`src/rtl/dmem_arbiter_if.sv`:
```
// Purpose : bundle of the two requester ports and the data-memory side of dmem_arbiter.
// Latency : n/a (wires only); slave = arbiter view, master = requesters + memory view.
// Backpr. : req*_i held by a requester until its gnt*_o; the memory never stalls.
// Ports   : req/we/lock/addr/wdata per requester in, gnt/rvalid/rdata per requester out,
//           dmem_addr/wr_en/rd_en/wdata to memory, dmem_rdata from memory, lock_timeout pulse.
`timescale 1ns/1ps
interface dmem_arbiter_if #(
  parameter int AW = 32,
  parameter int DW = 32
);
  // requester 0 (core LSU)
  logic          req0_i;
  logic          we0_i;
  logic          lock0_i;
  logic [AW-1:0] addr0_i;
  logic [DW-1:0] wdata0_i;
  logic          gnt0_o;
  logic          rvalid0_o;
  logic [DW-1:0] rdata0_o;
  // requester 1 (debug / DMA)
  logic          req1_i;
  logic          we1_i;
  logic          lock1_i;
  logic [AW-1:0] addr1_i;
  logic [DW-1:0] wdata1_i;
  logic          gnt1_o;
  logic          rvalid1_o;
  logic [DW-1:0] rdata1_o;
  // memory side
  logic [AW-1:0] dmem_addr_o;
  logic          dmem_wr_en_o;
  logic          dmem_rd_en_o;
  logic [DW-1:0] dmem_wdata_o;
  logic [DW-1:0] dmem_rdata_i;
  logic          lock_timeout_o;

  modport slave (
    input  req0_i, we0_i, lock0_i, addr0_i, wdata0_i,
    input  req1_i, we1_i, lock1_i, addr1_i, wdata1_i,
    input  dmem_rdata_i,
    output gnt0_o, rvalid0_o, rdata0_o,
    output gnt1_o, rvalid1_o, rdata1_o,
    output dmem_addr_o, dmem_wr_en_o, dmem_rd_en_o, dmem_wdata_o,
    output lock_timeout_o
  );

  modport master (
    output req0_i, we0_i, lock0_i, addr0_i, wdata0_i,
    output req1_i, we1_i, lock1_i, addr1_i, wdata1_i,
    output dmem_rdata_i,
    input  gnt0_o, rvalid0_o, rdata0_o,
    input  gnt1_o, rvalid1_o, rdata1_o,
    input  dmem_addr_o, dmem_wr_en_o, dmem_rd_en_o, dmem_wdata_o,
    input  lock_timeout_o
  );
endinterface

```
`src/rtl/dmem_arbiter.sv`:
```
// Purpose : two-port arbiter in front of a single-port data memory, with bounded bus lock.
// Latency : grant and memory strobes combinational; read data + rvalid one cycle after grant.
// Backpr. : losing/locked-out port sees gnt low and must hold its request until granted.
// Ports   : clk_i, rst_ni (async, active low), bus (dmem_arbiter_if.slave).
// Config  : DMEM_ARB_RR_EN defined -> round-robin on conflicts in IDLE (1-bit last-grant
//           pointer, reset so port 0 wins the first conflict); undefined -> port 0 always wins.
`timescale 1ns/1ps
module dmem_arbiter #(
  parameter int AW           = 32,
  parameter int DW           = 32,
  parameter int MAX_LOCK_CYC = 16
) (
  input  logic           clk_i,
  input  logic           rst_ni,
  dmem_arbiter_if.slave  bus
);

  localparam int CW = (MAX_LOCK_CYC > 2) ? $clog2(MAX_LOCK_CYC) : 1;
  localparam logic [CW-1:0] CNT_LAST = CW'(MAX_LOCK_CYC - 1);

  typedef enum logic [1:0] {
    IDLE  = 2'd0,
    LOCK0 = 2'd1,
    LOCK1 = 2'd2
  } state_e;

  state_e        state_q, state_d;
  logic [CW-1:0] cnt_q, cnt_d;
  logic          rvalid0_q, rvalid0_d;
  logic          rvalid1_q, rvalid1_d;
  logic [DW-1:0] rdata0_q, rdata0_d;
  logic [DW-1:0] rdata1_q, rdata1_d;

  logic          gnt0, gnt1;
  logic          any_gnt, sel_we;
  logic [AW-1:0] mux_addr;
  logic [DW-1:0] mux_wdata;
  logic          lock_release, at_limit, lock_timeout;

`ifdef DMEM_ARB_RR_EN
  // 1 = port 1 was granted last, so port 0 wins the next conflict
  logic last_q, last_d;
`endif

  // Grant decode: lock owner is exclusive; IDLE resolves conflicts by priority.
  always_comb begin
    gnt0 = 1'b0;
    gnt1 = 1'b0;
    case (state_q)
      IDLE: begin
        if (bus.req0_i && bus.req1_i) begin
`ifdef DMEM_ARB_RR_EN
          gnt0 = last_q;
          gnt1 = ~last_q;
`else
          gnt0 = 1'b1;
`endif
        end else begin
          gnt0 = bus.req0_i;
          gnt1 = bus.req1_i;
        end
      end
      LOCK0:   gnt0 = bus.req0_i;
      LOCK1:   gnt1 = bus.req1_i;
      default: ;
    endcase
    // no strobes while reset is asserted, whatever the requesters drive
    if (!rst_ni) begin
      gnt0 = 1'b0;
      gnt1 = 1'b0;
    end
  end

  // Memory mux: idle bus is driven to zero rather than left on a stale port.
  always_comb begin
    any_gnt   = gnt0 | gnt1;
    sel_we    = gnt0 ? bus.we0_i : bus.we1_i;
    mux_addr  = '0;
    mux_wdata = '0;
    if (gnt0) begin
      mux_addr  = bus.addr0_i;
      mux_wdata = bus.wdata0_i;
    end else if (gnt1) begin
      mux_addr  = bus.addr1_i;
      mux_wdata = bus.wdata1_i;
    end
  end

  // Lock FSM next state. The counter counts cycles spent in LOCKn starting at 0; when it
  // sits at MAX_LOCK_CYC-1 the lock is forced off, unless the owner releases it itself in
  // that same cycle. An access granted in the final cycle still goes to memory normally.
  always_comb begin
    state_d      = state_q;
    cnt_d        = cnt_q;
    lock_release = ((state_q == LOCK0) && gnt0 && !bus.lock0_i) ||
                   ((state_q == LOCK1) && gnt1 && !bus.lock1_i);
    at_limit     = (state_q != IDLE) && (cnt_q == CNT_LAST);
    lock_timeout = at_limit && !lock_release;
    case (state_q)
      IDLE: begin
        cnt_d = '0;
        if (gnt0 && bus.lock0_i)      state_d = LOCK0;
        else if (gnt1 && bus.lock1_i) state_d = LOCK1;
      end
      default: begin
        if (lock_release || at_limit) begin
          state_d = IDLE;
          cnt_d   = '0;
        end else begin
          cnt_d = cnt_q + 1'b1;
        end
      end
    endcase
  end

  // Read return: capture memory data on a read grant, otherwise hold the last value.
  always_comb begin
    rvalid0_d = gnt0 & ~bus.we0_i;
    rvalid1_d = gnt1 & ~bus.we1_i;
    rdata0_d  = rvalid0_d ? bus.dmem_rdata_i : rdata0_q;
    rdata1_d  = rvalid1_d ? bus.dmem_rdata_i : rdata1_q;
  end

`ifdef DMEM_ARB_RR_EN
  always_comb begin
    last_d = last_q;
    if (gnt1)      last_d = 1'b1;
    else if (gnt0) last_d = 1'b0;
  end

  always_ff @(posedge clk_i or negedge rst_ni) begin
    if (!rst_ni) last_q <= 1'b1;
    else         last_q <= last_d;
  end
`endif

  always_ff @(posedge clk_i or negedge rst_ni) begin
    if (!rst_ni) begin
      state_q   <= IDLE;
      cnt_q     <= '0;
      rvalid0_q <= 1'b0;
      rvalid1_q <= 1'b0;
      rdata0_q  <= '0;
      rdata1_q  <= '0;
    end else begin
      state_q   <= state_d;
      cnt_q     <= cnt_d;
      rvalid0_q <= rvalid0_d;
      rvalid1_q <= rvalid1_d;
      rdata0_q  <= rdata0_d;
      rdata1_q  <= rdata1_d;
    end
  end

  assign bus.gnt0_o         = gnt0;
  assign bus.gnt1_o         = gnt1;
  assign bus.rvalid0_o      = rvalid0_q;
  assign bus.rvalid1_o      = rvalid1_q;
  assign bus.rdata0_o       = rdata0_q;
  assign bus.rdata1_o       = rdata1_q;
  assign bus.dmem_addr_o    = mux_addr;
  assign bus.dmem_wdata_o   = mux_wdata;
  assign bus.dmem_wr_en_o   = any_gnt & sel_we;
  assign bus.dmem_rd_en_o   = any_gnt & ~sel_we;
  assign bus.lock_timeout_o = lock_timeout;

endmodule

```
`src/flat_wrapper.sv`:
```
// flat-port wrapper written by rule: the top's interface ports become plain ports
module dmem_arbiter_flat 
#(
  parameter int AW           = 32,
  parameter int DW           = 32,
  parameter int MAX_LOCK_CYC = 16
)
  (clk_i, rst_ni, bus_req0_i, bus_we0_i, bus_lock0_i, bus_addr0_i, bus_wdata0_i, bus_req1_i, bus_we1_i, bus_lock1_i, bus_addr1_i, bus_wdata1_i, bus_dmem_rdata_i, bus_gnt0_o, bus_rvalid0_o, bus_rdata0_o, bus_gnt1_o, bus_rvalid1_o, bus_rdata1_o, bus_dmem_addr_o, bus_dmem_wr_en_o, bus_dmem_rd_en_o, bus_dmem_wdata_o, bus_lock_timeout_o);
  dmem_arbiter_if #(.AW(AW), .DW(DW)) bus_i ();
  input  logic clk_i;
  input  logic rst_ni;
  input wire logic [$bits(bus_i.req0_i)-1:0] bus_req0_i;
  input wire logic [$bits(bus_i.we0_i)-1:0] bus_we0_i;
  input wire logic [$bits(bus_i.lock0_i)-1:0] bus_lock0_i;
  input wire logic [$bits(bus_i.addr0_i)-1:0] bus_addr0_i;
  input wire logic [$bits(bus_i.wdata0_i)-1:0] bus_wdata0_i;
  input wire logic [$bits(bus_i.req1_i)-1:0] bus_req1_i;
  input wire logic [$bits(bus_i.we1_i)-1:0] bus_we1_i;
  input wire logic [$bits(bus_i.lock1_i)-1:0] bus_lock1_i;
  input wire logic [$bits(bus_i.addr1_i)-1:0] bus_addr1_i;
  input wire logic [$bits(bus_i.wdata1_i)-1:0] bus_wdata1_i;
  input wire logic [$bits(bus_i.dmem_rdata_i)-1:0] bus_dmem_rdata_i;
  output wire logic [$bits(bus_i.gnt0_o)-1:0] bus_gnt0_o;
  output wire logic [$bits(bus_i.rvalid0_o)-1:0] bus_rvalid0_o;
  output wire logic [$bits(bus_i.rdata0_o)-1:0] bus_rdata0_o;
  output wire logic [$bits(bus_i.gnt1_o)-1:0] bus_gnt1_o;
  output wire logic [$bits(bus_i.rvalid1_o)-1:0] bus_rvalid1_o;
  output wire logic [$bits(bus_i.rdata1_o)-1:0] bus_rdata1_o;
  output wire logic [$bits(bus_i.dmem_addr_o)-1:0] bus_dmem_addr_o;
  output wire logic [$bits(bus_i.dmem_wr_en_o)-1:0] bus_dmem_wr_en_o;
  output wire logic [$bits(bus_i.dmem_rd_en_o)-1:0] bus_dmem_rd_en_o;
  output wire logic [$bits(bus_i.dmem_wdata_o)-1:0] bus_dmem_wdata_o;
  output wire logic [$bits(bus_i.lock_timeout_o)-1:0] bus_lock_timeout_o;
  assign bus_i.req0_i = bus_req0_i;
  assign bus_i.we0_i = bus_we0_i;
  assign bus_i.lock0_i = bus_lock0_i;
  assign bus_i.addr0_i = bus_addr0_i;
  assign bus_i.wdata0_i = bus_wdata0_i;
  assign bus_i.req1_i = bus_req1_i;
  assign bus_i.we1_i = bus_we1_i;
  assign bus_i.lock1_i = bus_lock1_i;
  assign bus_i.addr1_i = bus_addr1_i;
  assign bus_i.wdata1_i = bus_wdata1_i;
  assign bus_i.dmem_rdata_i = bus_dmem_rdata_i;
  assign bus_gnt0_o = bus_i.gnt0_o;
  assign bus_rvalid0_o = bus_i.rvalid0_o;
  assign bus_rdata0_o = bus_i.rdata0_o;
  assign bus_gnt1_o = bus_i.gnt1_o;
  assign bus_rvalid1_o = bus_i.rvalid1_o;
  assign bus_rdata1_o = bus_i.rdata1_o;
  assign bus_dmem_addr_o = bus_i.dmem_addr_o;
  assign bus_dmem_wr_en_o = bus_i.dmem_wr_en_o;
  assign bus_dmem_rd_en_o = bus_i.dmem_rd_en_o;
  assign bus_dmem_wdata_o = bus_i.dmem_wdata_o;
  assign bus_lock_timeout_o = bus_i.lock_timeout_o;
  dmem_arbiter #(.AW(AW), .DW(DW), .MAX_LOCK_CYC(MAX_LOCK_CYC)) u_core (.clk_i(clk_i), .rst_ni(rst_ni), .bus(bus_i));
endmodule
```
`config.mk`:
```
export PLATFORM = sky130hd
export DESIGN_NAME = dmem_arbiter_flat
export DESIGN_NICKNAME = d
export VERILOG_FILES = /design/src/rtl/dmem_arbiter_if.sv /design/src/rtl/dmem_arbiter.sv /design/src/flat_wrapper.sv
export SDC_FILE = /design/constraint.sdc
export NUM_CORES = 1
export LEC_CHECK = 0
export BUFFER_PORTS_ARGS = -buffer_cell sky130_fd_sc_hd__buf_2
export CAP_MARGIN = 5
export CORE_MARGIN = 2
export CORE_UTILIZATION = 26
export DETAILED_ROUTE_END_ITERATION = 10
export GPL_TIMING_DRIVEN = 0
export PLACE_DENSITY = 0.67
export SETUP_SLACK_MARGIN = 0.1
export SLEW_MARGIN = 30
export SYNTH_ARGS = -nofsm -noshare
export SYNTH_HDL_FRONTEND = slang
export SYNTH_SLANG_ARGS = --single-unit
```
`constraint.sdc`:
```
create_clock -name clk_i -period 1.8 [get_ports clk_i]
set_input_delay 0.09 -clock clk_i [delete_from_list [all_inputs] [get_ports clk_i]]
set_output_delay 0.09 -clock clk_i [all_outputs]
set_load 0.02 [all_outputs]
```
==> impl_results.html <==
<table>
<tr><th>Metric</th><th>Value</th></tr>
<tr><th colspan="2">Outcome</th></tr>
<tr><td>Result of the run</td><td>complete, but fails checks</td></tr>
<tr><td>Failing checks</td><td>negative hold slack, negative setup slack</td></tr>
<tr><th colspan="2">Worst setup path</th></tr>
<tr><td>Sort of element at the start of the critical path</td><td>flop</td></tr>
<tr><td>Depth of the critical timing path with buffers and inverters included</td><td>7</td></tr>
<tr><td>Cell class contributing the biggest share of worst-path delay</td><td>buffers and inverters</td></tr>
<tr><td>Crit-path max cell delay</td><td>roughly 0.38 ns</td></tr>
<tr><td>CP max FO</td><td>9</td></tr>
<tr><td>CP bufs+invs</td><td>4</td></tr>
<tr><td>Worst reg2reg path depth</td><td>7</td></tr>
<tr><td>Critical-path top delay cell</td><td>sky130_fd_sc_hd__dfrtp_1</td></tr>
<tr><td>Setup slack, reg-to-reg</td><td>0.02 ns</td></tr>
<tr><td>Reg2reg start</td><td>u_core.state_q[1]$_DFFE_PN0P_</td></tr>
<tr><td>Crit path arrival time</td><td>1.75 ns</td></tr>
<tr><td>Capture instance of the worst register-to-register path</td><td>u_core.bus.rdata1_o[7]$_DFFE_PN0P_</td></tr>
<tr><td>Worst endpoint required time</td><td>1.71 ns</td></tr>
<tr><td>Chain of cells forming the critical path</td><td>nand3b_4 &gt; inv_6 &gt; nor2_4 &gt; buf_8 &gt; buf_4 &gt; a22o_4 &gt; buf_6</td></tr>
<tr><td>Classification of the worst setup path</td><td>flop to primary output</td></tr>
<tr><td>Kind of end point of the critical path</td><td>primary output</td></tr>
<tr><th colspan="2">Run</th></tr>
<tr><td>Max-cap violations</td><td>0</td></tr>
<tr><th colspan="2">Route</th></tr>
<tr><td>Per-cell routed wire length</td><td>between 15 and 20 um</td></tr>
<tr><td>Initial DRC count</td><td>about 130</td></tr>
<tr><td>Average via count per standard cell</td><td>between 4 and 5</td></tr>
<tr><td>Total via count in the routed design</td><td>roughly 3800</td></tr>
<tr><td>Total Routed Length</td><td>approximately 15000 um</td></tr>
<tr><td>Post-route DRC</td><td>0</td></tr>
<tr><td>Routed Antenna Nets</td><td>0</td></tr>
<tr><td>1st-pass router iterations</td><td>4</td></tr>
<tr><th colspan="2">Global routing</th></tr>
<tr><td>Sum of overflow across all layers after global routing</td><td>0</td></tr>
<tr><td>Antenna violations before repair</td><td>0</td></tr>
<tr><td>First-pass GRT wire length</td><td>21500 um</td></tr>
<tr><td>Overall fraction of global-route tracks in use</td><td>19.4%</td></tr>
<tr><td>Maximum number of pins on one net before global-route repair</td><td>48</td></tr>
<tr><td>Number of global-route vias before repair</td><td>4011</td></tr>
<tr><th colspan="2">Die</th></tr>
<tr><td>Die Span X</td><td>roughly 120 um</td></tr>
<tr><td>Site Rows</td><td>41</td></tr>
<tr><td>Core Area</td><td>roughly 13000 um2</td></tr>
<tr><td>Number of ports placed on the die boundary</td><td>about 300</td></tr>
<tr><td>Vert. Die Dim</td><td>about 120 um</td></tr>
<tr><td>Initial Utilization</td><td>a little over a quarter</td></tr>
<tr><td>Die footprint</td><td>14100 um2</td></tr>
<tr><th colspan="2">Synth</th></tr>
<tr><td>Predominant post-synthesis flop cell</td><td>sky130_fd_sc_hd__dfrtp_1</td></tr>
<tr><td>Number of register bits inferred by synthesis</td><td>approximately 70</td></tr>
<tr><td>Mean area per synthesized cell</td><td>between 10 and 15 um2</td></tr>
<tr><td>Share of synthesized area occupied by flip-flops and latches</td><td>52.8%</td></tr>
<tr><td>Syn nets</td><td>418</td></tr>
<tr><td>Share of flip-flops with an asynchronous set or reset after synthesis</td><td>between 90% and 100%</td></tr>
<tr><td>Post-Syn Instances</td><td>about 250</td></tr>
<tr><td>Cell Area, Synth</td><td>between 3000 and 4000 um2</td></tr>
<tr><td>Yosys warning count</td><td>0</td></tr>
<tr><td>Number of different library cells in the post-synthesis netlist</td><td>31</td></tr>
<tr><td>Number of flops mapped to enable cells by yosys</td><td>0</td></tr>
<tr><th colspan="2">Finish</th></tr>
<tr><td>Diode insertion count for antenna repair</td><td>0</td></tr>
<tr><td>Layout Cells excl Fill</td><td>roughly 800</td></tr>
<tr><td>P&amp;R area growth vs syn</td><td>104%</td></tr>
<tr><td>Most common cell after layout, fill and taps aside</td><td>sky130_fd_sc_hd__buf_2</td></tr>
<tr><td>Ratio of cells with drive above 1 in the final layout</td><td>71.6%</td></tr>
<tr><td>Final nets</td><td>approximately 790</td></tr>
<tr><td>Commonest cells after routing, fill and taps aside</td><td>sky130_fd_sc_hd__buf_2 (245), sky130_fd_sc_hd__dfrtp_1 (72), sky130_fd_sc_hd__buf_6 (67)</td></tr>
<tr><th colspan="2">Timing</th></tr>
<tr><td>Shortest clock period the worst path allows after layout</td><td>between 1.5 and 2 ns</td></tr>
<tr><td>Final Slew Violations</td><td>0</td></tr>
<tr><td>Slew at the pin with the worst max-slew slack</td><td>0.401 ns</td></tr>
<tr><td>Final hold violation count</td><td>45</td></tr>
<tr><td>Worst hold margin</td><td>-0.128 ns</td></tr>
<tr><td>Setup TNS</td><td>-0.260 ns</td></tr>
<tr><td>Share of the clock period used by the worst path after layout</td><td>102%</td></tr>
<tr><td>Normalized max-slew margin</td><td>between 70% and 80%</td></tr>
<tr><td>Maximum clock frequency</td><td>0.544 GHz</td></tr>
<tr><td>Count of endpoints failing setup in the final report</td><td>21</td></tr>
<tr><td>Setup repair after global routing missed its margin</td><td>true</td></tr>
<tr><td>Skew final</td><td>about 0.0074 ns</td></tr>
<tr><td>PnR worst setup slack</td><td>-0.0391 ns</td></tr>
<tr><th colspan="2">Power and ir drop</th></tr>
<tr><td>Power share of the sequential group</td><td>around 30%</td></tr>
<tr><td>Leakage power</td><td>around 3.6 nW</td></tr>
<tr><td>Switching portion of total power</td><td>a little under two fifths</td></tr>
<tr><td>Maximum ir drop on the vdd rail</td><td>between 0.8 and 0.9 mV</td></tr>
<tr><td>Internal power of the cells</td><td>approximately 0.0058 W</td></tr>
<tr><td>Part of the total power dissipated in combinational logic</td><td>about half</td></tr>
<tr><td>Power per standard cell area</td><td>between 1000 and 1500 nW/um2</td></tr>
<tr><td>Power, Total</td><td>0.00921 W</td></tr>
<tr><td>Net switching power figure</td><td>roughly 0.0034 W</td></tr>
<tr><td>Clock network fraction of design power</td><td>between 20% and 30%</td></tr>
<tr><th colspan="2">Clock network</th></tr>
<tr><td>CTS hold repair buffers</td><td>33</td></tr>
<tr><td>Clock Sink Count</td><td>between 70 and 80</td></tr>
<tr><td>Clock tree from TritonCTS</td><td>built</td></tr>
<tr><td>Maximum root-to-sink buffer count</td><td>2</td></tr>
<tr><td>Number of buffers added by the clock tree synthesis step</td><td>9</td></tr>
<tr><td>Worst-Skew Late Latency</td><td>0.34 ns</td></tr>
<tr><td>Master cell of the clock root buffer</td><td>sky130_fd_sc_hd__clkbuf_16</td></tr>
<tr><td>H-Tree Depth</td><td>3</td></tr>
<tr><td>Clock transition at the register clock pins on the worst setup and hold paths after CTS</td><td>approximately 0.06 ns</td></tr>
<tr><th colspan="2">Placement</th></tr>
<tr><td>Final Wtd Congestion</td><td>roughly 0.93</td></tr>
<tr><td>Post-detail-place hpwl</td><td>between 10000 and 15000 um</td></tr>
<tr><td>Port bufs</td><td>302</td></tr>
<tr><td>Placed Cells</td><td>724</td></tr>
<tr><th colspan="2">Min path</th></tr>
<tr><td>Worst min path class</td><td>primary input to async pin</td></tr>
</table>
[kinds of logic after synthesis]
logic type	share of synthesized area, %
adder cells (fa/ha/maj)	0.367
flip-flops	52.8
XOR/XNOR	0.257
AO/OA/AOI/OAI	18.0
multiplexers	21.4
AND/OR/NAND/NOR	3.41
buffers and inverters	3.74
[registers in the layout, summed over array words and instances (netlist names)]
register              flops
u_core.bus.rdata0_o      32
u_core.bus.rdata1_o      32
u_core.cnt_q              4
u_core.state_q            2
u_core.bus.rvalid0_o      1
u_core.bus.rvalid1_o      1
[worst max-delay path by stage]
stage | start | to | slack, ns
after floorplan | u_core.state_q[1]$_DFFE_PN0P_ | bus_dmem_wdata_o[22] | 0.24
after global placement | rst_ni | bus_dmem_wdata_o[11] | -1.16
after detailed placement | rst_ni | bus_dmem_wdata_o[11] | -0.44
after CTS | u_core.state_q[0]$_DFFE_PN0P_ | bus_dmem_rd_en_o | -0.03
after global routing | u_core.state_q[1]$_DFFE_PN0P_ | bus_dmem_addr_o[31] | -0.09
final | u_core.state_q[1]$_DFFE_PN0P_ | bus_dmem_addr_o[31] | -0.04
[worst reg2reg max path, cell delays in order (launching register included)]
cell                        delay (ns)
sky130_fd_sc_hd__dfrtp_1          0.35
sky130_fd_sc_hd__nand3b_4         0.18
sky130_fd_sc_hd__inv_6            0.06
sky130_fd_sc_hd__buf_6            0.12
sky130_fd_sc_hd__nor3_4           0.26
sky130_fd_sc_hd__buf_6            0.21
sky130_fd_sc_hd__clkbuf_16        0.18
sky130_fd_sc_hd__mux2_4           0.30
[cells in the mapped netlist (2+ instances only)]
cell type / n / area share (%)
sky130_fd_sc_hd__dfrtp_1: 72 / 53
sky130_fd_sc_hd__a22o_1: 65 / 17
sky130_fd_sc_hd__mux2_2: 62 / 20
sky130_fd_sc_hd__buf_2: 9 / 1.3
sky130_fd_sc_hd__clkbuf_1: 4 / 0.44
sky130_fd_sc_hd__nor2_1: 4 / 0.44
sky130_fd_sc_hd__a21oi_1: 3 / 0.44
sky130_fd_sc_hd__buf_4: 3 / 0.66
sky130_fd_sc_hd__buf_6: 3 / 0.99
sky130_fd_sc_hd__mux2_1: 2 / 0.66
sky130_fd_sc_hd__or2_2: 2 / 0.37
[per-layer routing]
metal	track usage [%]	wire (um)	vias to the layer above
li1	-	-	1715
met1	21.3	5590	1873
met3	5.26	1010	15
met4	4.54	184	0
met2	36.9	8270	174
met5	0	0	-
[stage by stage]
stage               setup slack [ns]  util [%]  instance area (um2)
floorplan                      0.243         -                 3410
global placement               -1.16      40.4                 5140
detailed placement            -0.437      40.6                 5170
CTS                          -0.0338      51.6                 6560
global route                 -0.0882      54.7                 6960
finish                       -0.0391      54.7                 6960
[power by group through the flow]
stage | Sequential (W) | Clock (W) | Combinational, W
5_1_grt | 0.00283 | 0.00199 | 0.00485
3_5_place_dp | 0.00272 | 0 | 0.00360
4_1_cts | 0.00271 | 0.00190 | 0.00420
2_1_floorplan | 0.00355 | 0 | 0.00137
3_3_place_gp | 0.00268 | 0 | 0.00354
6_report | 0.00274 | 0.00186 | 0.00460
[timing repair]
action,in CTS,in global routing
setup buffers,21,2
gates cloned,1,5
endpoints found under the hold margin,122,45
endpoints found under the setup margin,125,131
pin swaps,6,5
resized for setup,156,68
[final cells by class]
type,instances,area [um2]
plain buffers,20,259
clock buffers,12,267
clock inverters,4,51.3
fillers,1103,5760
inverters,2,12.5
multi-input cells,155,1730
flip-flops and latches,72,1800
well taps,172,215
repair buffers,365,2620
No activity file was read; power rests on OpenSTA's default activity.
